File: src/rtl/capture_seq_ctrl.sv
// Triggered circular capture sequencer: port A fills a pre/post-trigger ring in the sample
// buffer, port B streams the captured frame back in chronological order over valid/ready.
module capture_seq_ctrl #(
   parameter int ADDR_WIDTH = 13,
   parameter int DATA_WIDTH = 11,
   parameter int RD_LATENCY = 1
) (
   input  logic                  clk,
   input  logic                  rst,
   input  logic                  arm,
   input  logic                  abort,
   input  logic [ADDR_WIDTH-1:0] pretrig_len,
   input  logic [DATA_WIDTH-1:0] sample_in,
   input  logic                  sample_valid,
   input  logic                  trig_in,
   output logic [ADDR_WIDTH-1:0] ram_a_addr,
   output logic [DATA_WIDTH-1:0] ram_a_wr_data,
   output logic                  ram_a_wr_en,
   output logic [ADDR_WIDTH-1:0] ram_b_addr,
   input  logic [DATA_WIDTH-1:0] ram_b_rd_data,
   output logic [DATA_WIDTH-1:0] out_data,
   output logic                  out_valid,
   input  logic                  out_ready,
   output logic                  out_last,
   output logic                  busy,
   output logic [ADDR_WIDTH-1:0] trig_addr,
   output logic                  done
);

   localparam int                  DEPTH       = 2 ** ADDR_WIDTH;
   localparam logic [ADDR_WIDTH:0] FRAME_WORDS = (ADDR_WIDTH + 1)'(DEPTH);
   localparam logic [ADDR_WIDTH:0] LAST_WORD   = (ADDR_WIDTH + 1)'(DEPTH - 1);
   localparam logic [ADDR_WIDTH-1:0] MAX_PRE   = '1;

   typedef enum logic [2:0] {IDLE, PREFILL, WAIT_TRIG, POSTFILL, READOUT} state_t;

   state_t                state;
   logic [ADDR_WIDTH-1:0] pre_len;
   logic [ADDR_WIDTH-1:0] wr_ptr;
   logic [ADDR_WIDTH-1:0] pre_cnt;
   logic [ADDR_WIDTH-1:0] post_cnt;
   logic [ADDR_WIDTH-1:0] rd_ptr;
   logic [ADDR_WIDTH:0]   rd_cnt;
   logic [RD_LATENCY-1:0] rd_pipe_vld;
   logic [RD_LATENCY-1:0] rd_pipe_last;
   logic [DATA_WIDTH-1:0] skid_data;
   logic                  skid_valid;
   logic                  skid_last;

   logic       accept;
   logic       pop;
   logic       push;
   logic       push_last;
   logic       rd_issue;
   logic       rd_issue_last;
   logic [7:0] inflight;
   logic [7:0] committed;

   assign busy       = (state != IDLE);
   assign ram_b_addr = rd_ptr;
   assign accept     = sample_valid && !abort &&
                       (state inside {PREFILL, WAIT_TRIG, POSTFILL});
   assign pop        = out_valid && out_ready;
   assign push       = rd_pipe_vld[RD_LATENCY-1];
   assign push_last  = rd_pipe_last[RD_LATENCY-1];

   // Credit check counts the head word leaving this cycle, so the skid pair sustains 1 word/clk.
   always_comb begin
      // NOTE: combinational logic uses blocking assignments and sets every output first, so no latch is inferred.
      inflight = '0;
      for (int i = 0; i < RD_LATENCY; i++) begin
         inflight = inflight + 8'(rd_pipe_vld[i]);
      end
      committed     = 8'(out_valid) + 8'(skid_valid) + inflight;
      rd_issue      = (state == READOUT) && !abort && (rd_cnt != FRAME_WORDS) &&
                      (committed < (pop ? 8'd3 : 8'd2));
      rd_issue_last = rd_issue && (rd_cnt == LAST_WORD);
   end

   always_ff @(posedge clk) begin
      if (rst) begin
         state         <= IDLE;
         pre_len       <= '0;
         wr_ptr        <= '0;
         pre_cnt       <= '0;
         post_cnt      <= '0;
         rd_ptr        <= '0;
         rd_cnt        <= '0;
         rd_pipe_vld   <= '0;
         rd_pipe_last  <= '0;
         skid_data     <= '0;
         skid_valid    <= 1'b0;
         skid_last     <= 1'b0;
         ram_a_addr    <= '0;
         ram_a_wr_data <= '0;
         ram_a_wr_en   <= 1'b0;
         out_data      <= '0;
         out_valid     <= 1'b0;
         out_last      <= 1'b0;
         trig_addr     <= '0;
         done          <= 1'b0;
      end else begin
         done        <= 1'b0;
         ram_a_wr_en <= accept;
         if (accept) begin
            ram_a_addr    <= wr_ptr;
            ram_a_wr_data <= sample_in;
            wr_ptr        <= wr_ptr + 1'b1;
         end

         // Read tags travel alongside the RAM latency so returning data knows if it is real/last.
         for (int i = RD_LATENCY - 1; i > 0; i--) begin
            rd_pipe_vld[i]  <= rd_pipe_vld[i-1];
            rd_pipe_last[i] <= rd_pipe_last[i-1];
         end
         rd_pipe_vld[0]  <= rd_issue;
         rd_pipe_last[0] <= rd_issue_last;
         if (rd_issue) begin
            rd_ptr <= rd_ptr + 1'b1;
            rd_cnt <= rd_cnt + 1'b1;
         end

         if (!out_valid || pop) begin
            if (skid_valid) begin
               out_data   <= skid_data;
               out_last   <= skid_last;
               out_valid  <= 1'b1;
               skid_valid <= push;
               skid_data  <= ram_b_rd_data;
               skid_last  <= push_last;
            end else begin
               out_valid <= push;
               out_data  <= ram_b_rd_data;
               out_last  <= push_last;
            end
         end else if (push) begin
            skid_valid <= 1'b1;
            skid_data  <= ram_b_rd_data;
            skid_last  <= push_last;
         end

         // NOTE: within one clocked block the last non-blocking assignment wins, so abort overrides the updates above.
         if (abort) begin
            state       <= IDLE;
            out_valid   <= 1'b0;
            out_last    <= 1'b0;
            skid_valid  <= 1'b0;
            rd_pipe_vld <= '0;
         end else begin
            case (state)
               IDLE: begin
                  if (arm) begin
                     pre_len <= pretrig_len;
                     wr_ptr  <= '0;
                     pre_cnt <= '0;
                     rd_cnt  <= '0;
                     state   <= (pretrig_len == '0) ? WAIT_TRIG : PREFILL;
                  end
               end
               PREFILL: begin
                  if (sample_valid) begin
                     pre_cnt <= pre_cnt + 1'b1;
                     if (pre_cnt == pre_len - 1'b1) state <= WAIT_TRIG;
                  end
               end
               WAIT_TRIG: begin
                  if (sample_valid && trig_in) begin
                     trig_addr <= wr_ptr;
                     post_cnt  <= ~pre_len;
                     if (pre_len == MAX_PRE) begin
                        rd_ptr <= wr_ptr - pre_len;
                        state  <= READOUT;
                     end else begin
                        state <= POSTFILL;
                     end
                  end
               end
               POSTFILL: begin
                  if (sample_valid) begin
                     post_cnt <= post_cnt - 1'b1;
                     if (post_cnt == ADDR_WIDTH'(1)) begin
                        rd_ptr <= trig_addr - pre_len;
                        state  <= READOUT;
                     end
                  end
               end
               READOUT: begin
                  if (pop && out_last) begin
                     done  <= 1'b1;
                     state <= IDLE;
                  end
               end
               default: state <= IDLE;
            endcase
         end
      end
   end

endmodule

File: config.mk
export PLATFORM = sky130hd
export DESIGN_NAME = capture_seq_ctrl
export DESIGN_NICKNAME = d
export VERILOG_FILES = /design/src/rtl/capture_seq_ctrl.sv
export SDC_FILE = /design/constraint.sdc
export NUM_CORES = 1
export LEC_CHECK = 0
export CORE_ASPECT_RATIO = 2
export CORE_MARGIN = 1.5
export CORE_UTILIZATION = 58
export CTS_BUF_LIST = sky130_fd_sc_hd__clkbuf_4
export CTS_CLUSTER_DIAMETER = 200
export CTS_CLUSTER_SIZE = 25
export DETAILED_ROUTE_END_ITERATION = 8
export MAX_ROUTING_LAYER = met4
export PLACE_DENSITY = 0.83
export SLEW_MARGIN = 20
export SYNTH_ARGS = -nofsm -noshare
export SYNTH_HDL_FRONTEND = slang
export SYNTH_SLANG_ARGS = --single-unit
File: constraint.sdc
create_clock -name clk -period 4.1 [get_ports clk]
set_input_delay 1.23 -clock clk [delete_from_list [all_inputs] [get_ports clk]]
set_output_delay 1.23 -clock clk [all_outputs]
set_load 0.05 [all_outputs]
==> results of run 1 <==
[worst max-delay path by stage]
| stage | end | slack, ps | cells after the start |
|---|---|---|---|
| after CTS | busy | 640 | 2 |
| after floorplan | rd_cnt[13] | 910 | 11 |
| after detailed placement | state[1] | 510 | 8 |
| final | busy | 660 | 2 |
| after global routing | busy | 580 | 2 |
| after global placement | state[1] | 530 | 8 |
[state kept, by name, summed over array words and instances, names as in the netlist, 3 cells and up]
| signal | count |
|---|---|
| out_data | 11 |
| post_cnt | 13 |
| pre_cnt | 13 |
| pre_len | 13 |
| ram_a_addr | 13 |
| ram_a_wr_data | 11 |
| ram_b_addr | 13 |
| rd_cnt | 14 |
| skid_data | 11 |
| state | 3 |
| trig_addr | 13 |
| wr_ptr | 13 |
[metrics by stage]
| step | setup WS, ps | std cells | hold slack, ps | area (um2) | total power, mW |
|---|---|---|---|---|---|
| floorplan | 907 | 1028 | 423 | 8200 | 1.81 |
| global route | 585 | 1319 | 484 | 9700 | 3.00 |
| detailed placement | 506 | 1286 | 448 | 9390 | 1.95 |
| CTS | 635 | 1318 | 467 | 9700 | 2.90 |
| finish | 662 | 1319 | 463 | 9700 | 2.88 |
| global placement | 527 | 1286 | 442 | 9390 | 1.95 |
[logic make-up (layout without fill, tap and decap cells)]
| group | after synthesis | count (layout) |
|---|---|---|
| XOR/XNOR | 73 | 73 |
| flip-flops | 149 | 149 |
| buffers and inverters | 86 | 187 |
| adder cells (fa/ha/maj) | 36 | 36 |
| other | 0 | 1 |
| AO/OA/AOI/OAI | 225 | 225 |
| multiplexers | 31 | 31 |
| AND/OR/NAND/NOR | 428 | 428 |
[Yosys cell counts (all sizes together), types with 26 or more instances]
cell,count,area share (%)
clkbuf,43,2.0
nand4,26,2.0
mux2i,30,3.7
ha,33,5.0
nor2,117,5.4
nand3,27,1.7
inv,29,1.3
o21ai,48,3.0
a21oi,97,5.9
xor2,42,4.5
xnor2,31,3.3
dfxtp,149,36
nand2,156,7.1
[placed cells by master, fill, tap and decap left out, types with 10 or more instances in the layout]
| cell type | instances |
|---|---|
| dfxtp_1 | 149 |
| mux2i_1 | 30 |
| or3_1 | 15 |
| xnor2_1 | 31 |
| a21o_1 | 10 |
| nor2_1 | 115 |
| inv_1 | 29 |
| xor2_1 | 42 |
| nand3_1 | 26 |
| clkbuf_4 | 17 |
| a21oi_1 | 97 |
| ha_1 | 33 |
| o21ai_0 | 45 |
| buf_4 | 19 |
| nand2_1 | 156 |
| nand4_1 | 26 |
| nand2b_1 | 11 |
| a211oi_1 | 15 |
| nor3_1 | 23 |
| clkdlybuf4s50_1 | 106 |
[power groups by stage]
stage | clock network [mW] | registers (mW) | logic [mW]
6_report | 0.952 | 1.49 | 0.432
5_1_grt | 1.04 | 1.50 | 0.465
4_1_cts | 0.975 | 1.49 | 0.427
3_5_place_dp | 0 | 1.52 | 0.425
3_3_place_gp | 0 | 1.52 | 0.421
2_1_floorplan | 0 | 1.54 | 0.269
[per-layer routing]
metal	up-vias	track usage [%]	share of wire, %
met5	-	-	0
met4	0	18.8	5.8
met3	89	5.09	4.6
met2	278	55.4	54
met1	3678	33.0	36
li1	3784	-	-
[worst reg2reg max path, cell delays in order (launching register included)]
cell and delay, ps:
dfxtp_1 530, inv_1 260, fa_1 510, a21o_1 190
a21oi_1 260, nor2_1 70, o21a_1 190, o41ai_1 420
xnor2_1 280, a221o_1 390
[area by class of cell]
| type | instances | area, um2 | area share (%) |
|---|---|---|---|
| tap | 189 | 236 | 2.44 |
| clock buffer | 17 | 128 | 1.32 |
| multi-input combinational | 793 | 4860 | 50.0 |
| clock inverter | 15 | 181 | 1.87 |
| inverter | 29 | 109 | 1.12 |
| timing repair buffer | 126 | 1210 | 12.5 |
| sequential | 149 | 2980 | 30.7 |
| antenna | 1 | 2.50 | 0.0258 |
==> flow_summary.toml, run 1 <==
[status]
status = "finished, final reports clean"

[clock_network]
htree_levels = 4
clk_pin_slew_ps = 150
cts_tree = "built"
cts_setup_buffers = 0
numCtsBuffers = 17
ctsResizeCount = 0
cts.sinks = 149
clockBufferDepth = 2
clock_latency_ps = 580
cts-root-buf = "clkbuf_4"
cts_hold_buf = 0

[final_layout]
final.fill_count = 1179
area_growth_pct = 18.3
fin_nets = 1194
postLayoutCoreUtil_pct = 69.9
final_layout_size_suffix_gt1_share_pct = 6.47

[critical_path]
max_stage_delay_ps = 810
path_cells = "or3_1 > clkdlybuf4s50_1"
critPathCaptureType = "output pin"
cp_slowest_cell = "clkdlybuf4s50_1"
crit_type = "register to output pin"
start_kind = "register"
crit_arrival_ps = 2210
cp_max_fo = 12
ff2ff_setup_slack_ps = 910
critPathLaunch = "state[0]"
ff2ff_path_depth = 9
rr_startpoint = "pre_len[1]"
crit_family = "buffers and inverters"
r2r_end = "ram_b_addr[8]"
required_ps = 2870
cp_num_buf_inv = 1

[logic_synthesis]
ys.flop_type = "dfxtp_1"
synth_cells = 1028
synth.cell_area_um2 = 8200
synth_xor_area_share_pct = 7.79
syn_nets = 1106
synth-edff-count = 0
synth_adder_area_share_pct = 5.76
yosysUniqueCellTypes = 69
synth-simple-area-share_pct = 24.9
synth_top_family_by_area = "simple AND/OR/NAND/NOR gates"
async_flop_share_pct = 0
synth-compound-area-share_pct = 16.8
synth_mux_area_share_pct = 3.84
ys_seq_area_share_pct = 36.4
avgSynthCellArea_um2 = 7.98
ys_warn_count = 0
synth-seq-cells = 149

[drt]
wire_per_inst_um = 16.9
drtAntennaViolNets = 0
vias = 7829
drt_iter0_drc = 442
first_pass_iters = 6
drc = 0
drt_wl_total_um = 22200
vias_per_cell = 5.94

[power]
p_clk_share_pct = 33.1
p_comb_share_pct = 15.0
power.leakage_nw = 3.55
ir_drop_v = 0.000287
swShare_pct = 32.7
seq_power_share_pct = 51.9
power_density_nw_per_um2 = 297
intPower_mw = 1.94
switching_power_mw = 0.940

[grt]
antenna_found_initial = 1
overflow = 0
grt_pass1_wl_um = 35700
grt_pass1_vias = 7369
grt_max_degree = 92
track_usage_pct = 31.8

[die]
core-area_um2 = 13900
start_util_pct = 59.1
die_x_um = 87.1
die-height_um = 171
io_pins = 108
rows = 61
die_area_um2 = 14900

[min_path]
whs_path_depth = 2
hold_end = "ram_a_wr_data[2]"
hold_start = "ram_a_wr_data[2]"
hold_path_class = "register to register"

[placement]
port_buffers = 107
hpwlAfterDp_um = 16400
place_congestion = 0.993

[sta]
fin_crit_sh_pct = 83.9
rsz0062_at_grt = "false"
final_hold_viol_count = 0
period_minus_slack_ps = 3440
worst_pin_slew_ps = 973
clock.fmax_mhz = 291
setup_viol_count_final = 0
fin_setup_tns_ps = 0
skew_ps = 24.0
maxSlewViolCount = 0
relSlewSlack_pct = 35.1

[flow_run]
maxCapViolCount = 0
Power figures use the tool's default switching activity.
==> run 2: changes to the inputs <==
clock period = 3.3 ns   (was 4.1 ns; I/O delays follow)
==> flow_summary.toml, run 2 (synthesized netlist as in run 1, its figures left out) <==
[power]
swShare_pct = 31.2
p_clk_share_pct = 30.7
seq_power_share_pct = 53.3
ir_drop_v = 0.000317
intPower_mw = 2.38
switching_power_mw = 1.08
p_comb_share_pct = 16.0
power_density_nw_per_um2 = 354
power.leakage_nw = 3.63

[critical_path]
r2r_end = "ram_b_addr[8]"
ff2ff_setup_slack_ps = 280
ff2ff_path_depth = 9
cp_max_fo = 11
max_stage_delay_ps = 820
rr_startpoint = "pre_len[1]"
start_kind = "register"
cp_slowest_cell = "clkdlybuf4s50_1"
path_cells = "or3_1 > clkdlybuf4s50_1"
crit_type = "register to output pin"
required_ps = 2310
crit_arrival_ps = 2200
critPathCaptureType = "output pin"

[drt]
vias_per_cell = 5.89
wire_per_inst_um = 17.2
drt_iter0_drc = 476
vias = 7882
drt_wl_total_um = 23000
drc = 0
first_pass_iters = 5
drtAntennaViolNets = 0

[sta]
worst_pin_slew_ps = 705
skew_ps = 22.7
clock.fmax_mhz = 313
period_minus_slack_ps = 3190
rsz0062_at_grt = "false"
final_hold_viol_count = 0
maxSlewViolCount = 0
fin_setup_tns_ps = 0
fin_crit_sh_pct = 96.8
setup_viol_count_final = 0
relSlewSlack_pct = 53.0
hold-worst-slack_ps = 463

[final_layout]
final_common_cell = "nand2_1"
final_layout_size_suffix_gt1_share_pct = 8.01
area_growth_pct = 19.4
fin_nets = 1214
top_register = "rd_cnt"
layout_common_cells = "156 x nand2_1, 149 x dfxtp_1, 116 x nor2_1, 106 x clkdlybuf4s50_1, 97 x a21oi_1"
largest_register_ffs = 14

[clock_network]
clockBufferDepth = 2
clock_latency_ps = 560
cts_tree = "built"
cts_hold_buf = 0
ctsResizeCount = 0
cts-root-buf = "clkbuf_4"
cts_setup_buffers = 0
htree_levels = 4
cts.sinks = 149
numCtsBuffers = 17
clk_pin_slew_ps = 140

[grt]
grt_max_degree = 65
overflow = 0
track_usage_pct = 32.8
grt_pass1_vias = 7711
grt_pass1_wl_um = 36900
antenna_found_initial = 1

[die]
die_x_um = 87.1
io_pins = 108
die_area_um2 = 14900
die-height_um = 171
rows = 61
core-area_um2 = 13900
start_util_pct = 59.1

[flow_run]
maxCapViolCount = 0

[placement]
port_buffers = 107
place_congestion = 1.00
hpwlAfterDp_um = 17400

[status]
status = "finished, final reports clean"

[min_path]
whs_path_depth = 2
hold_end = "ram_a_wr_data[3]"
hold_start = "ram_a_wr_data[3]"
hold_path_class = "register to register"
[run 2: stage by stage]
step | power [mW] | setup WS [ps] | util [%] | std cells | cell area (um2)
2_1_floorplan | 2.24 | 107 | - | 1028 | 8200
3_3_place_gp | 2.42 | 81.9 | 68.7 | 1306 | 9540
3_5_place_dp | 2.43 | 77.3 | 68.7 | 1306 | 9540
4_1_cts | 3.48 | 89.1 | 70.5 | 1338 | 9790
5_1_grt | 3.59 | 42.9 | 70.5 | 1339 | 9790
6_report | 3.46 | 107 | 70.5 | 1339 | 9790
[run 2: worst max path at each step]
stage	startpoint	cells past startpoint	end	slack, ps
final	state[2]	2	busy	110
after global routing	state[2]	2	busy	40
after CTS	state[2]	2	busy	90
after detailed placement	arm	8	state[1]	80
after global placement	arm	8	state[1]	80
after floorplan	skid_valid	11	rd_cnt[13]	110
[run 2: power by group through the flow]
stage	clock, mW	sequential (mW)	combinational, mW
CTS	1.08	1.85	0.547
floorplan	0	1.91	0.334
detailed placement	0	1.89	0.545
global route	1.14	1.85	0.598
global placement	0	1.89	0.538
finish	1.06	1.85	0.555
[run 2: worst max-delay path, delay by kind of cell (launching register included)]
kind                   cells  cell delay, ps
buffers and inverters      1             820
flip-flops                 1             580
AND/OR/NAND/NOR            1             250
[run 2: cell type report]
type,instances,area (um2)
Multi-Input combinational cell,793,4850
Timing Repair Buffer,146,1360
Sequential cell,149,2980
Clock inverter,14,116
Clock buffer,18,135
Inverter,29,109
Tap cell,189,236
Antenna cell,1,2.50
Fill cell,1148,4100
[run 2: layer usage]
| layer | up-vias | global-route usage (%) | routed length [um] |
|---|---|---|---|
| li1 | 3830 | - | - |
| met4 | 0 | 24.6 | 1920 |
| met3 | 109 | 5.85 | 1060 |
| met5 | - | - | 0 |
| met2 | 291 | 56.5 | 11900 |
| met1 | 3652 | 32.1 | 8050 |
